--- config.mk ---
export PLATFORM = sky130hd
export DESIGN_NAME = memory_dump_reader
export DESIGN_NICKNAME = d
export VERILOG_FILES = /design/src/rtl/memory_dump_reader.sv
export SDC_FILE = /design/constraint.sdc
export NUM_CORES = 1
export LEC_CHECK = 0
export ABC_AREA = 0
export CAP_MARGIN = 0
export CORE_UTILIZATION = 30
export DETAILED_ROUTE_END_ITERATION = 8
export PLACE_DENSITY = 0.57
export SLEW_MARGIN = 5
export SYNTH_ARGS = -nofsm -noshare
export SYNTH_HDL_FRONTEND = slang
export SYNTH_SLANG_ARGS = --single-unit
--- constraint.sdc ---
create_clock -name clock -period 2.93 [get_ports clock]
set_input_delay 0.4395 -clock clock [delete_from_list [all_inputs] [get_ports clock]]
set_output_delay 0.4395 -clock clock [all_outputs]
set_load 0.01 [all_outputs]
--- src/rtl/memory_dump_reader.sv ---
// rtl/memory_dump_reader.sv - streams a range of main-memory words out with byte addresses
// Reads are throttled so issued-but-unconsumed words never exceed the 2-entry output FIFO.
module memory_dump_reader #(
  parameter int DATA_WIDTH       = 32,
  parameter int ADDRESS_BITS     = 32,
  parameter int MEM_ADDRESS_BITS = 10
) (
  input  logic                        clock,
  input  logic                        reset,
  input  logic                        dump_start,
  input  logic [MEM_ADDRESS_BITS-1:0] dump_base,
  input  logic [MEM_ADDRESS_BITS:0]   dump_count,
  output logic                        mem_read_en,
  output logic [MEM_ADDRESS_BITS-1:0] mem_read_address,
  input  logic [DATA_WIDTH-1:0]       mem_read_data,
  output logic                        out_valid,
  input  logic                        out_ready,
  output logic [DATA_WIDTH-1:0]       out_data,
  output logic [ADDRESS_BITS-1:0]     out_address,
  output logic                        out_last,
  output logic                        busy,
  output logic                        done
);

  localparam int MAW = MEM_ADDRESS_BITS;

  typedef enum logic [1:0] {IDLE, READ, DRAIN, DONE} state_t;

  state_t                 state_q;
  logic [DATA_WIDTH-1:0]  fifo_data_q [2];
  logic [MAW-1:0]         fifo_idx_q [2];
  logic [1:0]             fifo_last_q;
  logic                   wr_ptr_q;
  logic                   rd_ptr_q;
  logic [1:0]             fifo_cnt_q;
  logic                   inflight_q;
  logic                   inflight_last_q;
  logic [MAW-1:0]         inflight_idx_q;
  logic [MAW-1:0]         next_idx_q;
  logic [MAW-1:0]         addr_hold_q;
  logic [MAW:0]           issue_left_q;

  logic                   fifo_valid;
  logic                   pop;
  logic [2:0]             occupancy;
  logic                   issue;

  assign fifo_valid = (fifo_cnt_q != 2'd0);
  assign pop        = fifo_valid & out_ready;
  assign occupancy  = {1'b0, fifo_cnt_q} + {2'b00, inflight_q};
  // A slot freed by this cycle's pop may be reused by this cycle's issue.
  assign issue      = (state_q == READ) && (issue_left_q != '0) &&
                      (occupancy < (3'd2 + {2'b00, pop}));

  always_ff @(posedge clock) begin
    if (reset) begin
      state_q         <= IDLE;
      for (int i = 0; i < 2; i++) begin
        fifo_data_q[i] <= '0;
        fifo_idx_q[i]  <= '0;
      end
      fifo_last_q     <= '0;
      wr_ptr_q        <= 1'b0;
      rd_ptr_q        <= 1'b0;
      fifo_cnt_q      <= 2'd0;
      inflight_q      <= 1'b0;
      inflight_last_q <= 1'b0;
      inflight_idx_q  <= '0;
      next_idx_q      <= '0;
      addr_hold_q     <= '0;
      issue_left_q    <= '0;
    end else begin
      inflight_q <= issue;
      if (issue) begin
        inflight_idx_q  <= next_idx_q;
        inflight_last_q <= (issue_left_q == (MAW+1)'(1));
        addr_hold_q     <= next_idx_q;
        next_idx_q      <= next_idx_q + MAW'(1);
        issue_left_q    <= issue_left_q - (MAW+1)'(1);
      end
      if (inflight_q) begin
        fifo_data_q[wr_ptr_q] <= mem_read_data;
        fifo_idx_q[wr_ptr_q]  <= inflight_idx_q;
        fifo_last_q[wr_ptr_q] <= inflight_last_q;
        wr_ptr_q              <= ~wr_ptr_q;
      end
      if (pop) begin
        rd_ptr_q <= ~rd_ptr_q;
      end
      fifo_cnt_q <= fifo_cnt_q + {1'b0, inflight_q} - {1'b0, pop};

      case (state_q)
        IDLE: begin
          if (dump_start) begin
            next_idx_q   <= dump_base;
            issue_left_q <= dump_count;
            state_q      <= (dump_count == '0) ? DONE : READ;
          end
        end
        READ: begin
          if (issue && (issue_left_q == (MAW+1)'(1))) begin
            state_q <= DRAIN;
          end
        end
        DRAIN: begin
          if (pop && fifo_last_q[rd_ptr_q]) begin
            state_q <= DONE;
          end
        end
        DONE: begin
          state_q <= IDLE;
        end
        default: state_q <= IDLE;
      endcase
    end
  end

  // Outputs are forced low while reset is asserted, not just after it is sampled.
  assign mem_read_en      = issue & ~reset;
  assign mem_read_address = reset ? '0 : (issue ? next_idx_q : addr_hold_q);
  assign out_valid        = fifo_valid & ~reset;
  assign out_data         = reset ? '0 : fifo_data_q[rd_ptr_q];
  assign out_address      = reset ? '0 :
                            ADDRESS_BITS'(fifo_idx_q[rd_ptr_q]) * ADDRESS_BITS'(DATA_WIDTH / 8);
  assign out_last         = fifo_last_q[rd_ptr_q] & fifo_valid & ~reset;
  assign busy             = (state_q != IDLE) & ~reset;
  assign done             = (state_q == DONE) & ~reset;

endmodule
==> key figures, run 1 <==
Run status
  – Status: finished, final reports clean

STA
  – Fin crit share: 0.951
  – Worst Skew: between 6 and 7 ps
  – Hold Violations, Final: 0
  – FMAX: 359 MHz
  – RSZ-0062 raised after global routing: no
  – Setup violations, final: 0
  – Count of pins over their slew limit: 0
  – Hold slack: 462 ps
  – TNS Setup: 0 ps
  – Worst-Margin Slew: 859 ps
  – Max-Slew Margin vs Limit: 0.425
  – Tmin final: 2790 ps

Global routing
  – Initial antenna violation count: 0
  – Largest net degree at the start of global routing: 54
  – First-pass GRT wire length: between 20000 and 25000 um
  – Vias in the first global route: 4788
  – Grt ovf: 0
  – GRT Overall Usage: 0.145

Setup path
  – Crit path kind: reg2out
  – Reg2Reg Capture Point: next_idx_q[6]
  – CP arrival: ~2400 ps
  – CP max-delay cell: or3_1
  – CP most frequent cell: ha_1
  – R2r setup slk: 350 ps
  – Critical Path RT: approximately 2500 ps
  – Slowest stage delay, CP: slightly below 400 ps
  – Crit path launch: fifo_cnt_q[0]
  – Startpoint Class: flip-flop
  – Critical path capture point type: primary output
  – Worst-path cell chain: ha_1, ha_1, o21a_1, or3_1, buf_4, nor2_1, clkdlybuf4s15_1
  – Reg2reg start: fifo_cnt_q[0]
  – FF-to-FF path depth: 8
  – Worst-path fanout max: 11

Final layout
  – Layout cells sized above 1: 0.112
  – Nets: 785
  – Area of the multi-input gates: 2550 um^2
  – Area grow syn2layout: 32.5%
  – # diodes: 0
  – Final Core Density: 0.411
  – Fillers: 1985
  – FF+latch area: 3570 um^2

Synth
  – Cells after Synth: 593
  – Asr flop ratio synth: 0
  – Register area share after synthesis: 0.561
  – Synth top area share: 0.397
  – Distinct cells, synth: 43
  – Commonest cells post-synth: and2_1, edfxtp_1, nor2_1
  – Area contributors post-synth: edfxtp_1, dfxtp_1, and2_1
  – Synth area leader: edfxtp_1
  – Synth warn: 0
  – Synth Register Bits: around 140
  – Syn Area/Cell: 10.7 um^2
  – Netlist Area Pre-Place: 6350 um^2
  – Post-synth EDFFs: 84
  – Top FF cell, synth: edfxtp_1

Route
  – Pre-Repair DR Iteration Count: 4
  – Routed Antenna Nets: 0
  – Drt wl/cell: 14.9 um
  – Via density per instance: 4.57
  – Total Routed Length: 14800 um
  – DR iter-0 viols: 160
  – Vias: around 4600
  – Residual DRC count: 0

Clock network
  – H-Tree Depth: 4
  – Reg clk slew, reported paths: ~60 ps
  – CTS tree: built
  – Total clock sinks: 136
  – Worst skew pair latency: around 400 ps
  – Cts hold-fix bufs: 0
  – CTS Buf Count: 17
  – Root Driver: clkbuf_16
  – CTS Buffer Depth: 2

Place
  – DP HPWL: 9840 um
  – IO Port Bufs: about 110
  – Final GP Congestion: 0.820

Hold path
  – Hold crit path type: reg2reg
  – End point of the worst hold path: inflight_idx_q[2]
  – Hold depth: 2
  – Worst Hold Launch: inflight_idx_q[2]

Floorplanning
  – IO Count: between 100 and 150
  – Initial Util: 0.310
  – Die Y: 148 um
  – Total core area: just over 20000 um^2
  – Die width: 148 um
  – DIE AREA: between 20000 and 25000 um^2
  – Rows: 52

Power and ir drop
  – Total power: slightly below 7000 uW
  – P_leak: 0.00309 uW
  – PwrDens: about 800 nW/um^2
  – VDD IR-drop max: 0.000433 V

Flow run
  – Max_cap viols: 0
-- power by group --
part           switching [uW]  internal [uW]  total (uW)  leakage [uW]
combinational            1150            987        2130       0.00150
clock                     828           1250        2080      0.000287
sequential                194           2350        2540       0.00130
-- cells in the final DEF (no fill, tap or decap), types with 4 or more instances in the layout --
cell	synthesis	layout
edfxtp_1	84	84
nand4_1	4	4
nand2_1	42	42
nor2_1	76	76
buf_12	0	4
clkinv_4	0	4
a21oi_1	23	23
a311oi_1	5	5
xnor2_1	13	13
conb_1	1	22
xor2_1	5	5
clkbuf_2	1	10
nand3_1	7	7
o21ai_0	8	8
and2_1	84	84
nor4_1	15	13
dfxtp_1	52	50
clkbuf_16	0	17
clkdlybuf4s50_1	0	101
a211oi_1	14	14
buf_4	22	26
mux2i_1	43	43
inv_1	11	11
ha_1	12	12
-- repair_timing --
action                     4_1_cts  5_1_grt
gates resized for setup         27       12
setup endpoints to repair       11       11
gates cloned                     0        0
setup buffers                    1        0
pin swaps                        2        0
-- metrics by stage --
step / area, um^2 / std cells / worst slack, ps
after floorplan: 6430 / 614 / 453
after global placement: 7860 / 966 / -38.7
after detailed placement: 7860 / 966 / -70.0
after CTS: 8470 / 999 / 5.99
after global routing: 8420 / 999 / 14.6
final: 8420 / 999 / 143
-- worst max-delay path, delay by kind of cell (launching register included) --
kind,cells,cell delay (ps)
adders and majority gates,2,490
buffers and inverters,2,440
and+or+nand+nor,2,480
DFF,1,340
AOI/OAI and AO/OA,1,170
-- layer usage --
| layer | track usage | routed length, um | vias to the layer above |
|---|---|---|---|
| li1 | - | - | 2271 |
| met1 | 0.175 | 6680 | 2132 |
| met2 | 0.245 | 7310 | 144 |
| met3 | 0.0340 | 610 | 23 |
| met4 | 0.0649 | 246 | 0 |
| met5 | 0 | 0 | - |
-- how the worst max path moves through the flow --
stage | endpoint | slack [ps] | cells past startpoint
detailed placement | mem_read_address[8] | -70 | 8
global placement | mem_read_address[0] | -40 | 8
global route | mem_read_en | 10 | 7
floorplan | mem_read_address[2] | 450 | 9
CTS | mem_read_address[8] | 6 | 8
finish | mem_read_en | 140 | 7
-- kinds of logic after synthesis --
logic type	share of synthesized area
simple gates	0.204
fa+ha+maj	0.0236
xor+xnor	0.0248
mux	0.0677
buf+inv	0.0563
other cells	0.000590
compound gates	0.0620
flops	0.561
-- flip-flops by register name (all words and copies together), names as in the netlist, 10 cells and up, named ones only --
register and count:
issue_left_q 11, next_idx_q 10, fifo_data_q 64, inflight_idx_q 10, fifo_idx_q 20, addr_hold_q 10
-- final cells by class --
cell class	instances	area share
Clock buffer	17	0.0505
Clock inverter	15	0.0178
Inverter	11	0.00490
Multi-Input combinational cell	408	0.303
Sequential cell	136	0.424
Tap cell	270	0.0401
Timing Repair Buffer	142	0.160
No activity file was read; power rests on OpenSTA's default activity.
==> run 2, diff against run 1 <==
Settings changed: CORE_MARGIN set to 2, CTS_BUF_LIST set to sky130_fd_sc_hd__clkbuf_8 sky130_fd_sc_hd__clkbuf_16.
==> run 2 against run 1 <==
Compared with the run above: utilization is 0.39 points lower; global-route usage decreased by 0.41 points; final area rose by 0.97%; fmax is 0.79% lower; sequential share of layout area shrank 0.38 points; critical path depth grew 1; highest routed layer unchanged; first-iteration DRC count increased by 31%; power is essentially flat.
==> key figures, run 2 (synthesized netlist as in run 1, its figures left out) <==
Power and ir drop
  – Switching share of power: 0.334
  – Internal Pwr Total: 4500 uW
  – Net Switching: 2260 uW
  – P_leak: 0.00311 uW
  – Clock share of power: 0.302
  – Reg power frac: 0.376
  – VDD IR-drop max: 0.000494 V
  – Comb pwr share: 0.322
  – PwrDens: 796 nW/um^2

Floorplanning
  – DIE AREA: 22400 um^2
  – Die width: 150 um
  – IO Count: around 140
  – Die Y: ~150 um
  – Initial Util: 0.304
  – Total core area: 20900 um^2
  – Rows: 53

Global routing
  – Largest net degree at the start of global routing: 43
  – Initial antenna violation count: 0
  – GRT Overall Usage: 0.141
  – First-pass GRT wire length: 24300 um
  – Grt ovf: 0
  – Vias in the first global route: 4697

STA
  – Worst-Margin Slew: 978 ps
  – Setup violations, final: 0
  – FMAX: 356 MHz
  – Tmin final: 2810 ps
  – Fin crit share: 0.959
  – Count of pins over their slew limit: 0
  – Max-Slew Margin vs Limit: 0.344
  – TNS Setup: 0 ps
  – Hold Violations, Final: 0
  – Final setup margin: approximately 120 ps
  – Worst Skew: 12.4 ps

Final layout
  – Area grow syn2layout: 33.8%
  – Layout cells sized above 1: 0.116
  – Top reg by flops: fifo_data_q
  – Most common cell after layout, fill and taps aside: clkdlybuf4s50_1
  – Max FFs per register: 64
  – Fillers: 1999
  – Post-route non-filler standard cell count: 1007
  – # diodes: 0
  – Top Registers: fifo_data_q x64, fifo_idx_q x20, issue_left_q x11
  – Most frequent cells in the layout: clkdlybuf4s50_1, and2_1, edfxtp_1
  – Nets: roughly 790

Clock network
  – Worst skew pair latency: 420 ps
  – H-Tree Depth: 4
  – CTS tree: built
  – CTS Buf Count: 17
  – Root Driver: clkbuf_16
  – Reg clk slew, reported paths: 60 ps
  – Total clock sinks: 136
  – CTS Buffer Depth: 2

Route
  – Residual DRC count: 0
  – Via density per instance: approximately 4.5
  – Vias: 4580
  – Routed Antenna Nets: 0
  – Drt wl/cell: 15.2 um
  – DR iter-0 viols: around 210
  – Pre-Repair DR Iteration Count: 4
  – Total Routed Length: 15300 um

Place
  – Placed Cells: slightly below 1000
  – IO Port Bufs: 113
  – Final GP Congestion: 0.867
  – DP HPWL: ~10000 um
  – Dpl ws: -69.0 ps

Setup path
  – Critical Path RT: around 2500 ps
  – Critical path capture point type: primary output
  – Worst-path cell chain: ha_1, ha_1, o21a_4, or3_4, buf_4, nand2_1, a21oi_2, dlygate4sd2_1
  – Crit path kind: reg2out
  – Startpoint Class: flip-flop
  – CP arrival: 2370 ps
  – Slowest stage delay, CP: about 380 ps
  – CP max-delay cell: or3_4
  – Worst-path fanout max: 10
  – CP most frequent cell: ha_1

Hold path
  – Hold crit path type: in2reg

Run status
  – Status: finished, final reports clean

Flow run
  – Max_cap viols: 0
==> run 2: cell types whose count changed in the layout (fill, tap and decap cells not counted), moves of 3 or more <==
cell,delta
clkbuf_2,-9
clkinv_2,-3
clkdlybuf4s15_1,+4
a21oi_2,+5
inv_6,+4
buf_6,+3
dlygate4sd2_1,+5
a21oi_1,-5
==> run 2: layer usage <==
metal	vias up	global-route usage	share of wire	wire length, um
met1	2173	0.176	0.46	6960
li1	2273	-	-	-
met3	14	0.0369	0.051	785
met4	0	0.0410	0.010	157
met5	-	0	0	0
met2	120	0.240	0.48	7380
==> run 2: what timing repair did <==
action	4_1_cts	5_1_grt
cloned	0	1
hold buffers	0	0
pin swaps	0	2
gates resized for setup	14	23
endpoints found under the setup margin	11	10
setup buffers	0	2
==> run 2: area by class of cell <==
| type | count | area (um^2) | share of cell area |
|---|---|---|---|
| Timing Repair Buffer | 145 | 1410 | 0.165 |
| Inverter | 11 | 41.3 | 0.00486 |
| Sequential cell | 136 | 3570 | 0.420 |
| Tap cell | 275 | 344 | 0.0405 |
| Clock buffer | 18 | 439 | 0.0517 |
| Clock inverter | 14 | 125 | 0.0147 |
| Multi-Input combinational cell | 408 | 2570 | 0.303 |
==> run 2: final timing paths <==
check | startpoint | end | slack, ps | cells past startpoint
max | fifo_cnt_q[0] | mem_read_address[0] | 120 | 8
min | reset | flip-flop | 410 | 2
max reg2reg | fifo_cnt_q[0] | next_idx_q[5] | 370 | 8
min reg2reg | addr_hold_q[7] | addr_hold_q[7] | 460 | 2
==> run 2: power by group through the flow <==
stage | logic (uW) | clock network, uW | registers (uW)
final | 2170 | 2040 | 2550
after detailed placement | 2110 | 0 | 2580
after floorplan | 1320 | 0 | 2520
after CTS | 2110 | 2090 | 2540
after global routing | 2400 | 2180 | 2590
after global placement | 2080 | 0 | 2570
==> run 2: critical path, delay by kind of cell, from the launching register on <==
| family | cells | cell delay, ps |
|---|---|---|
| adder cells (fa/ha/maj) | 2 | 480 |
| buffers and inverters | 2 | 470 |
| AND/OR/NAND/NOR | 2 | 460 |
| flip-flops | 1 | 340 |
| AO/OA/AOI/OAI | 2 | 200 |
==> run 2: through the flow <==
stage / hold WS [ps] / util / area, um^2 / total power, uW
after floorplan: 440 / - / 6430 / 3840
after global placement: 453 / 0.376 / 7860 / 4650
after detailed placement: 454 / 0.376 / 7860 / 4690
after CTS: 409 / 0.403 / 8420 / 6740
after global routing: 414 / 0.407 / 8500 / 7170
final: 413 / 0.407 / 8500 / 6760
